`src/rtl/llc_mem_bridge_pkg.sv`:
```
// Shared types and constants for the LLC <-> memory-bus bridge.
// Supplies default values for WORDS_PER_LINE, BITS_PER_WORD, ADDR_BITS and
// BITS_PER_LINE when the build does not define them, so that every file
// importing this package sees one consistent geometry.

`ifndef WORDS_PER_LINE
`define WORDS_PER_LINE 4
`endif

`ifndef BITS_PER_WORD
`define BITS_PER_WORD 32
`endif

`ifndef ADDR_BITS
`define ADDR_BITS 32
`endif

`ifndef BITS_PER_LINE
`define BITS_PER_LINE (`WORDS_PER_LINE * `BITS_PER_WORD)
`endif

package llc_mem_bridge_pkg;

  localparam int ADDR_W      = `ADDR_BITS;
  localparam int WORD_W      = `BITS_PER_WORD;
  localparam int LINE_WORDS  = `WORDS_PER_LINE;
  localparam int LINE_W      = `BITS_PER_LINE;
  // Byte distance between consecutive beats of one line.
  localparam int WORD_OFFSET = WORD_W / 8;

  typedef struct packed {
    logic              hwrite;
    logic [2:0]        hsize;
    logic [1:0]        hprot;
    logic [ADDR_W-1:0] addr;    // line aligned
    logic [LINE_W-1:0] line;
  } llc_mem_req_t;

  typedef struct packed {
    logic [LINE_W-1:0] line;
  } llc_mem_rsp_t;

  typedef struct packed {
    logic              hwrite;
    logic [2:0]        hsize;
    logic [1:0]        hprot;
    logic [ADDR_W-1:0] addr;
    logic [WORD_W-1:0] wdata;
    logic              last;
  } mem_beat_t;

  typedef enum logic [2:0] {
    IDLE    = 3'd0,
    WR_BEAT = 3'd1,
    RD_ADDR = 3'd2,
    RD_BEAT = 3'd3,
    RSP_OUT = 3'd4
  } bridge_state_e;

  // Bus address of beat 'idx' within the line starting at 'base'.
  function automatic logic [ADDR_W-1:0] beat_addr(input logic [ADDR_W-1:0] base,
                                                  input int unsigned       idx);
    return base + ADDR_W'(idx * WORD_OFFSET);
  endfunction

endpackage

```
`src/rtl/llc_mem_line_buf.sv`:
```
// Word-indexed line register used to assemble read data.
// A write stores one word at i_wr_idx; with i_zero_above set in the same cycle
// every word above that index is cleared, so a burst that ends early leaves
// zeros in the words the memory never returned.

module llc_mem_line_buf #(
  parameter  int WORDS     = 4,
  parameter  int WORD_BITS = 32,
  localparam int IDX_W     = $clog2(WORDS)
) (
  input  logic                       clk,
  input  logic                       rst,
  input  logic                       i_wr_en,
  input  logic [IDX_W-1:0]           i_wr_idx,
  input  logic [WORD_BITS-1:0]       i_wr_data,
  input  logic                       i_zero_above,
  output logic [WORDS*WORD_BITS-1:0] o_line
);

  logic [WORDS-1:0][WORD_BITS-1:0] r_words;

  // Store the incoming word and optionally zero-fill the words above it.
  always_ff @(posedge clk) begin
    if (!rst) begin
      r_words <= '0;
    end else if (i_wr_en) begin
      for (int i = 0; i < WORDS; i++) begin
        if (i == 32'(i_wr_idx)) begin
          r_words[i] <= i_wr_data;
        end else if (i_zero_above && (i > 32'(i_wr_idx))) begin
          r_words[i] <= '0;
        end
      end
    end
  end

  assign o_line = r_words;

endmodule

```
`src/rtl/llc_mem_bridge.sv`:
```
// LLC <-> memory-bus bridge.
// Splits an LLC line write into WORDS_PER_LINE bus beats, and turns an LLC
// line read into one address beat followed by a burst of read-data beats that
// is collected into a line and handed back to the LLC.
// Optional statistics counters are built when LLC_MEM_BRIDGE_STATS_EN is
// defined; without it the stat ports and counters do not exist.
// The package geometry (WORD_W, LINE_W) must match WORD_BITS and
// WORDS_PER_LINE*WORD_BITS, as the port structs are sized from the package.
//
// Handshakes: every valid/ready pair transfers exactly on a clock edge where
// both are high. A source holding valid keeps its payload unchanged until that
// edge, and valid is never withdrawn before the transfer completes.

`ifndef WORDS_PER_LINE
`define WORDS_PER_LINE 4
`endif

`ifndef BITS_PER_WORD
`define BITS_PER_WORD 32
`endif

module llc_mem_bridge
  import llc_mem_bridge_pkg::*;
#(
  parameter int WORDS_PER_LINE = `WORDS_PER_LINE,
  parameter int WORD_BITS      = `BITS_PER_WORD
) (
  input  logic                 clk,
  input  logic                 rst,
  input  logic                 llc_mem_req_valid,
  output logic                 llc_mem_req_ready,
  input  llc_mem_req_t         llc_mem_req,
  output logic                 llc_mem_rsp_valid,
  input  logic                 llc_mem_rsp_ready,
  output llc_mem_rsp_t         llc_mem_rsp,
  output logic                 bus_req_valid,
  input  logic                 bus_req_ready,
  output mem_beat_t            bus_req_beat,
  input  logic                 bus_rsp_valid,
  output logic                 bus_rsp_ready,
  input  logic [WORD_BITS-1:0] bus_rsp_data,
  input  logic                 bus_rsp_last,
  output bridge_state_e        dbg_state
`ifdef LLC_MEM_BRIDGE_STATS_EN
  ,
  output logic [31:0]          stat_wr_lines,
  output logic [31:0]          stat_rd_lines,
  output logic [15:0]          stat_short_bursts
`endif
);

  localparam int              CNT_W    = $clog2(WORDS_PER_LINE);
  localparam logic [CNT_W-1:0] CNT_LAST = CNT_W'(WORDS_PER_LINE - 1);

  bridge_state_e                         r_state;
  bridge_state_e                         w_next_state;
  logic [CNT_W-1:0]                      r_cnt;
  llc_mem_req_t                          r_req;
  logic                                  r_req_ready;
  logic                                  r_bus_valid;
  mem_beat_t                             r_bus_beat;
  logic [WORDS_PER_LINE*WORD_BITS-1:0]   w_line;

  logic w_req_fire;
  logic w_bus_fire;
  logic w_in_rd_beat;
  logic w_rsp_in_fire;
  logic w_cnt_last;
  logic w_rd_done;
  logic w_wr_done;

  // Write beat 'idx' of a line: word 0 sits in the line LSBs.
  function automatic mem_beat_t wr_beat(input llc_mem_req_t     req,
                                        input logic [CNT_W-1:0] idx);
    mem_beat_t b;
    b        = '0;
    b.hwrite = req.hwrite;
    b.hsize  = req.hsize;
    b.hprot  = req.hprot;
    b.addr   = beat_addr(req.addr, 32'(idx));
    b.wdata  = req.line[32'(idx)*WORD_BITS +: WORD_BITS];
    b.last   = (idx == CNT_LAST);
    return b;
  endfunction

  // Single address beat that opens a read burst.
  function automatic mem_beat_t rd_addr_beat(input llc_mem_req_t req);
    mem_beat_t b;
    b        = '0;
    b.hwrite = 1'b0;
    b.hsize  = req.hsize;
    b.hprot  = req.hprot;
    b.addr   = req.addr;
    b.wdata  = '0;
    b.last   = 1'b1;
    return b;
  endfunction

  assign w_req_fire    = llc_mem_req_valid & r_req_ready;
  assign w_bus_fire    = r_bus_valid & bus_req_ready;
  assign w_in_rd_beat  = (r_state == RD_BEAT);
  assign w_rsp_in_fire = bus_rsp_valid & w_in_rd_beat;
  assign w_cnt_last    = (r_cnt == CNT_LAST);
  // A read burst ends on the memory's last flag or when the line is full.
  assign w_rd_done     = w_rsp_in_fire & (bus_rsp_last | w_cnt_last);
  assign w_wr_done     = (r_state == WR_BEAT) & w_bus_fire & w_cnt_last;

  // State register.
  always_ff @(posedge clk) begin
    if (!rst) begin
      r_state <= IDLE;
    end else begin
      r_state <= w_next_state;
    end
  end

  // Next-state selection and state-decoded handshake outputs.
  always_comb begin
    w_next_state      = r_state;
    bus_rsp_ready     = 1'b0;
    llc_mem_rsp_valid = 1'b0;
    case (r_state)
      IDLE: begin
        if (w_req_fire) begin
          w_next_state = llc_mem_req.hwrite ? WR_BEAT : RD_ADDR;
        end
      end
      WR_BEAT: begin
        if (w_wr_done) begin
          w_next_state = IDLE;
        end
      end
      RD_ADDR: begin
        if (w_bus_fire) begin
          w_next_state = RD_BEAT;
        end
      end
      RD_BEAT: begin
        bus_rsp_ready = 1'b1;
        if (w_rd_done) begin
          w_next_state = RSP_OUT;
        end
      end
      RSP_OUT: begin
        llc_mem_rsp_valid = 1'b1;
        if (llc_mem_rsp_ready) begin
          w_next_state = IDLE;
        end
      end
      default: begin
        w_next_state = IDLE;
      end
    endcase
  end

  // Request capture, beat counter and registered bus-request outputs.
  always_ff @(posedge clk) begin
    if (!rst) begin
      r_cnt       <= '0;
      r_req       <= '0;
      r_req_ready <= 1'b0;
      r_bus_valid <= 1'b0;
      r_bus_beat  <= '0;
    end else begin
      // Ready is registered so it stays low through reset and rises in the
      // first IDLE cycle afterwards.
      r_req_ready <= (w_next_state == IDLE);
      case (r_state)
        IDLE: begin
          if (w_req_fire) begin
            r_req       <= llc_mem_req;
            r_cnt       <= '0;
            r_bus_valid <= 1'b1;
            r_bus_beat  <= llc_mem_req.hwrite ? wr_beat(llc_mem_req, '0)
                                              : rd_addr_beat(llc_mem_req);
          end
        end
        WR_BEAT: begin
          if (w_bus_fire) begin
            if (w_cnt_last) begin
              r_bus_valid <= 1'b0;
              r_bus_beat  <= '0;
            end else begin
              r_cnt      <= r_cnt + 1'b1;
              r_bus_beat <= wr_beat(r_req, r_cnt + 1'b1);
            end
          end
        end
        RD_ADDR: begin
          if (w_bus_fire) begin
            r_bus_valid <= 1'b0;
            r_bus_beat  <= '0;
            r_cnt       <= '0;
          end
        end
        RD_BEAT: begin
          // The counter never wraps inside a burst; it restarts on acceptance.
          if (w_rsp_in_fire && !w_rd_done) begin
            r_cnt <= r_cnt + 1'b1;
          end
        end
        default: begin
        end
      endcase
    end
  end

  llc_mem_line_buf #(
    .WORDS     (WORDS_PER_LINE),
    .WORD_BITS (WORD_BITS)
  ) u_line_buf (
    .clk          (clk),
    .rst          (rst),
    .i_wr_en      (w_rsp_in_fire),
    .i_wr_idx     (r_cnt),
    .i_wr_data    (bus_rsp_data),
    .i_zero_above (bus_rsp_last),
    .o_line       (w_line)
  );

  assign llc_mem_req_ready = r_req_ready;
  assign bus_req_valid     = r_bus_valid;
  assign bus_req_beat      = r_bus_beat;
  assign llc_mem_rsp.line  = w_line;
  assign dbg_state         = r_state;

`ifdef LLC_MEM_BRIDGE_STATS_EN
  logic        w_short_burst;
  logic        w_rd_handoff;
  logic [31:0] r_stat_wr;
  logic [31:0] r_stat_rd;
  logic [15:0] r_stat_short;

  assign w_short_burst = w_rsp_in_fire & bus_rsp_last & ~w_cnt_last;
  assign w_rd_handoff  = (r_state == RSP_OUT) & llc_mem_rsp_ready;

  // Saturating event counters for completed writes, delivered reads and
  // bursts that the memory ended early.
  always_ff @(posedge clk) begin
    if (!rst) begin
      r_stat_wr    <= '0;
      r_stat_rd    <= '0;
      r_stat_short <= '0;
    end else begin
      if (w_wr_done && (r_stat_wr != '1)) begin
        r_stat_wr <= r_stat_wr + 1'b1;
      end
      if (w_rd_handoff && (r_stat_rd != '1)) begin
        r_stat_rd <= r_stat_rd + 1'b1;
      end
      if (w_short_burst && (r_stat_short != '1)) begin
        r_stat_short <= r_stat_short + 1'b1;
      end
    end
  end

  assign stat_wr_lines     = r_stat_wr;
  assign stat_rd_lines     = r_stat_rd;
  assign stat_short_bursts = r_stat_short;
`endif

endmodule

```
`config.mk`:
```
export PLATFORM = sky130hd
export DESIGN_NAME = llc_mem_bridge
export DESIGN_NICKNAME = d
export VERILOG_FILES = /design/src/rtl/llc_mem_bridge_pkg.sv /design/src/rtl/llc_mem_line_buf.sv /design/src/rtl/llc_mem_bridge.sv
export SDC_FILE = /design/constraint.sdc
export NUM_CORES = 1
export LEC_CHECK = 0
export ABC_AREA = 0
export CORE_MARGIN = 2
export CORE_UTILIZATION = 25
export DETAILED_ROUTE_END_ITERATION = 10
export PLACE_DENSITY = 0.45
export SLEW_MARGIN = 10
export SYNTH_ARGS = -nofsm -noshare
export SYNTH_HDL_FRONTEND = slang
export SYNTH_SLANG_ARGS = --single-unit
```
`constraint.sdc`:
```
create_clock -name clk -period 4.53 [get_ports clk]
set_clock_uncertainty 0.15 [all_clocks]
set_input_delay 0.906 -clock clk [delete_from_list [all_inputs] [get_ports clk]]
set_output_delay 0.906 -clock clk [all_outputs]
set_load 0.03 [all_outputs]
```
==> impl_metrics.ini <==
[run_status]
status = complete, no violations

[finish]
nets = 2342
final_cell_mix = nand2_1 (498), clkdlybuf4s50_1 (410), dfxtp_1 (371)
final_common_cell = nand2_1
fin_util_pct = 36.05
drive_gt1_share_pct = 6.876
syn_to_final_growth_pct = 43.03

[die]
row_count = 89
dieArea_sq_um = 61250
dieHeight_um = 247.5
die_w_um = 247.5
core_area_sq_um = 58800
io_pins = 411
initial_utilization_pct = 25.21

[clock_network]
cts_made_buffers = 46
ctsResizeCount = 0
cts_setup_buffers = 0
clockBufferDepth = 3
worst_skew_pair.late_latency_ns = 0.59
cts.clk_slew.worst_paths_ns = 0.06
clkSinkCount = 372
htree_levels = 2
hold_buffers = 0
cts_tree = yes
root_buffer = clkbuf_16

[hold_path]
hold-path-cell-count = 2
hp-class = flip-flop to flip-flop

[grt]
grt.overflow.total = 0
gr-usage-all-layers_pct = 18.58
antenna_found_initial = 9
grt_max_degree = 174
grt_pass1_wl_um = 88000
grt_pass1_vias = 14040

[worst_setup_path]
worstSetupStartpointType = flip-flop
cp.arrival_ns = 2.53
rr_worst_depth = 9
cp_data_required_time_ns = 3.47
cp_max_fo = 18
cp-end-kind = primary output
worstSetupPathType = flip-flop to primary output

[sta]
max_slew_margin_pct = 20.13
setup-tns-final_ns = 0
rsz0062_at_grt = no
whs_ns = 0.3006
tightestPinTransition_ns = 1.198
fmax_ghz = 0.2790
setup_viol = 0
drv_slew = 0
fin_crit_sh_pct = 79.11
hold_violations = 0
min_period_ns = 3.584

[detailed_routing]
wl_per_cell_um = 19.82
ant_nets = 0
drt_wl_total_um = 58380
vias = 14210
drtIter0Drc = 895
drc = 0
viasPerCell = 4.824
first_pass_iters = 5

[logic_synthesis]
ys_async_sr_fraction_pct = 0
ys_warn_count = 0
avgSynthCellArea_sq_um = 8.238
synth_edf_count = 0
syn_inst = 1799
synth_area_sq_um = 14820
synthesis.nets = 2012
seq_area_frac_synth_pct = 50.25
synth_ff_type = dfxtp_1
synth-seq-cells = 372
ys_types = 54

[power]
p_int_w = 0.006281
p_sw_share_pct = 28.01
leakagePower_nw = 7.040
power_density_nw_per_um2 = 411.6
switchingPower_w = 0.002444
seqPwrFrac_pct = 41.2
p_comb_share_pct = 15.6
clkPwrFrac_pct = 43.2
irDropWorstVdd_uv = 255.0

[run]
maxCapViolCount = 0

[placement]
gpl.final_weighted_congestion = 0.7745
io_buffers = 410
dp_hpwl_um = 38260
==> critical path, stage by stage (launching register included) <==
cell             delay [ns]
dfxtp_1                0.75
and3b_1                0.35
clkdlybuf4s50_1        0.83
==> registers in the layout, indices dropped and copies added (netlist names) <==
name,cells
r_req,166
u_line_buf.o_line,128
bus_req_beat,71
dbg_state,3
r_cnt,2
bus_req_valid,1
llc_mem_req_ready,1
==> metal layers <==
metal | vias to the layer above | track usage (%) | routed length (um)
li1 | 6899 | - | -
met1 | 6824 | 23.71 | 25090
met2 | 394 | 30.00 | 27000
met3 | 77 | 6.769 | 5232
met4 | 12 | 3.998 | 971
met5 | - | 0 | 84
==> final timing paths <==
path,to,slack [ns],from
worst min-delay path,u_line_buf.o_line[76],0.30,u_line_buf.o_line[76]
worst min register to register,u_line_buf.o_line[76],0.30,u_line_buf.o_line[76]
worst max-delay path,bus_rsp_ready,0.95,dbg_state[1]
worst max register to register,bus_req_beat[61],1.05,r_cnt[1]
==> cells in the mapped netlist, types with 2 or more instances <==
library cell	count	area share [%]
inv_1	9	0.23
dfxtp_1	372	50
nand2b_1	3	0.13
a22oi_1	34	1.7
o211ai_1	3	0.15
nor4_1	4	0.17
clkbuf_1	132	3.3
nand4_1	12	0.51
a31oi_1	14	0.59
o21ai_0	29	0.98
and4_1	4	0.24
a221o_1	2	0.14
or4_1	2	0.10
o31ai_1	2	0.10
nand3_1	88	3.0
buf_2	9	0.30
or3_1	5	0.21
a21o_1	7	0.35
ha_1	7	0.59
a221oi_1	41	2.4
nor2_1	81	2.1
buf_1	14	0.35
xor2_1	4	0.24
mux4_2	32	4.9
a21oi_1	292	9.9
a211oi_1	3	0.15
nand2_1	498	13
xnor2_1	14	0.83
o31a_1	2	0.12
and2_1	7	0.30
o21a_1	2	0.10
o22ai_1	2	0.084
and3_1	6	0.25
nor3_1	43	1.5
==> stage by stage <==
step           worst slack [ns]  instance area, sq um  instances  power, W
6_report                 0.9461                 21200       2945  0.008726
5_1_grt                  0.7923                 21190       2940  0.009102
3_5_place_dp              1.116                 19620       2854  0.005053
2_1_floorplan            0.5850                 14820       1799  0.004369
4_1_cts                  0.8922                 21190       2940  0.008871
3_3_place_gp              1.086                 19620       2854  0.005038
==> cell type report <==
class	instances	area (sq um)
clock inverter	15	157.7
sequential	372	7448
timing repair buffer	438	4377
antenna	5	12.51
tap	773	967.2
inverter	10	45.04
clock buffer	71	1406
multi-input combinational	1261	6784
fill	6102	37600
==> power by group through the flow <==
stage / Sequential (W) / Combinational, W / Clock (W)
floorplan: 0.00381 / 0.000559 / 0
global placement: 0.00366 / 0.00138 / 0
detailed placement: 0.00367 / 0.00138 / 0
CTS: 0.00360 / 0.00139 / 0.00388
global route: 0.00362 / 0.00148 / 0.00401
finish: 0.00360 / 0.00136 / 0.00377
==> cell families after synthesis <==
group	Yosys count	share of synthesized area (%)
xor gates and xnor gates	18	1.064
and+or+nand+nor	759	21.33
DFF	372	50.25
adders and majority gates	8	0.7260
AOI/OAI and AO/OA	442	17.33
muxes	34	5.006
buffers and inverters	166	4.289
Power figures use the tool's default switching activity.
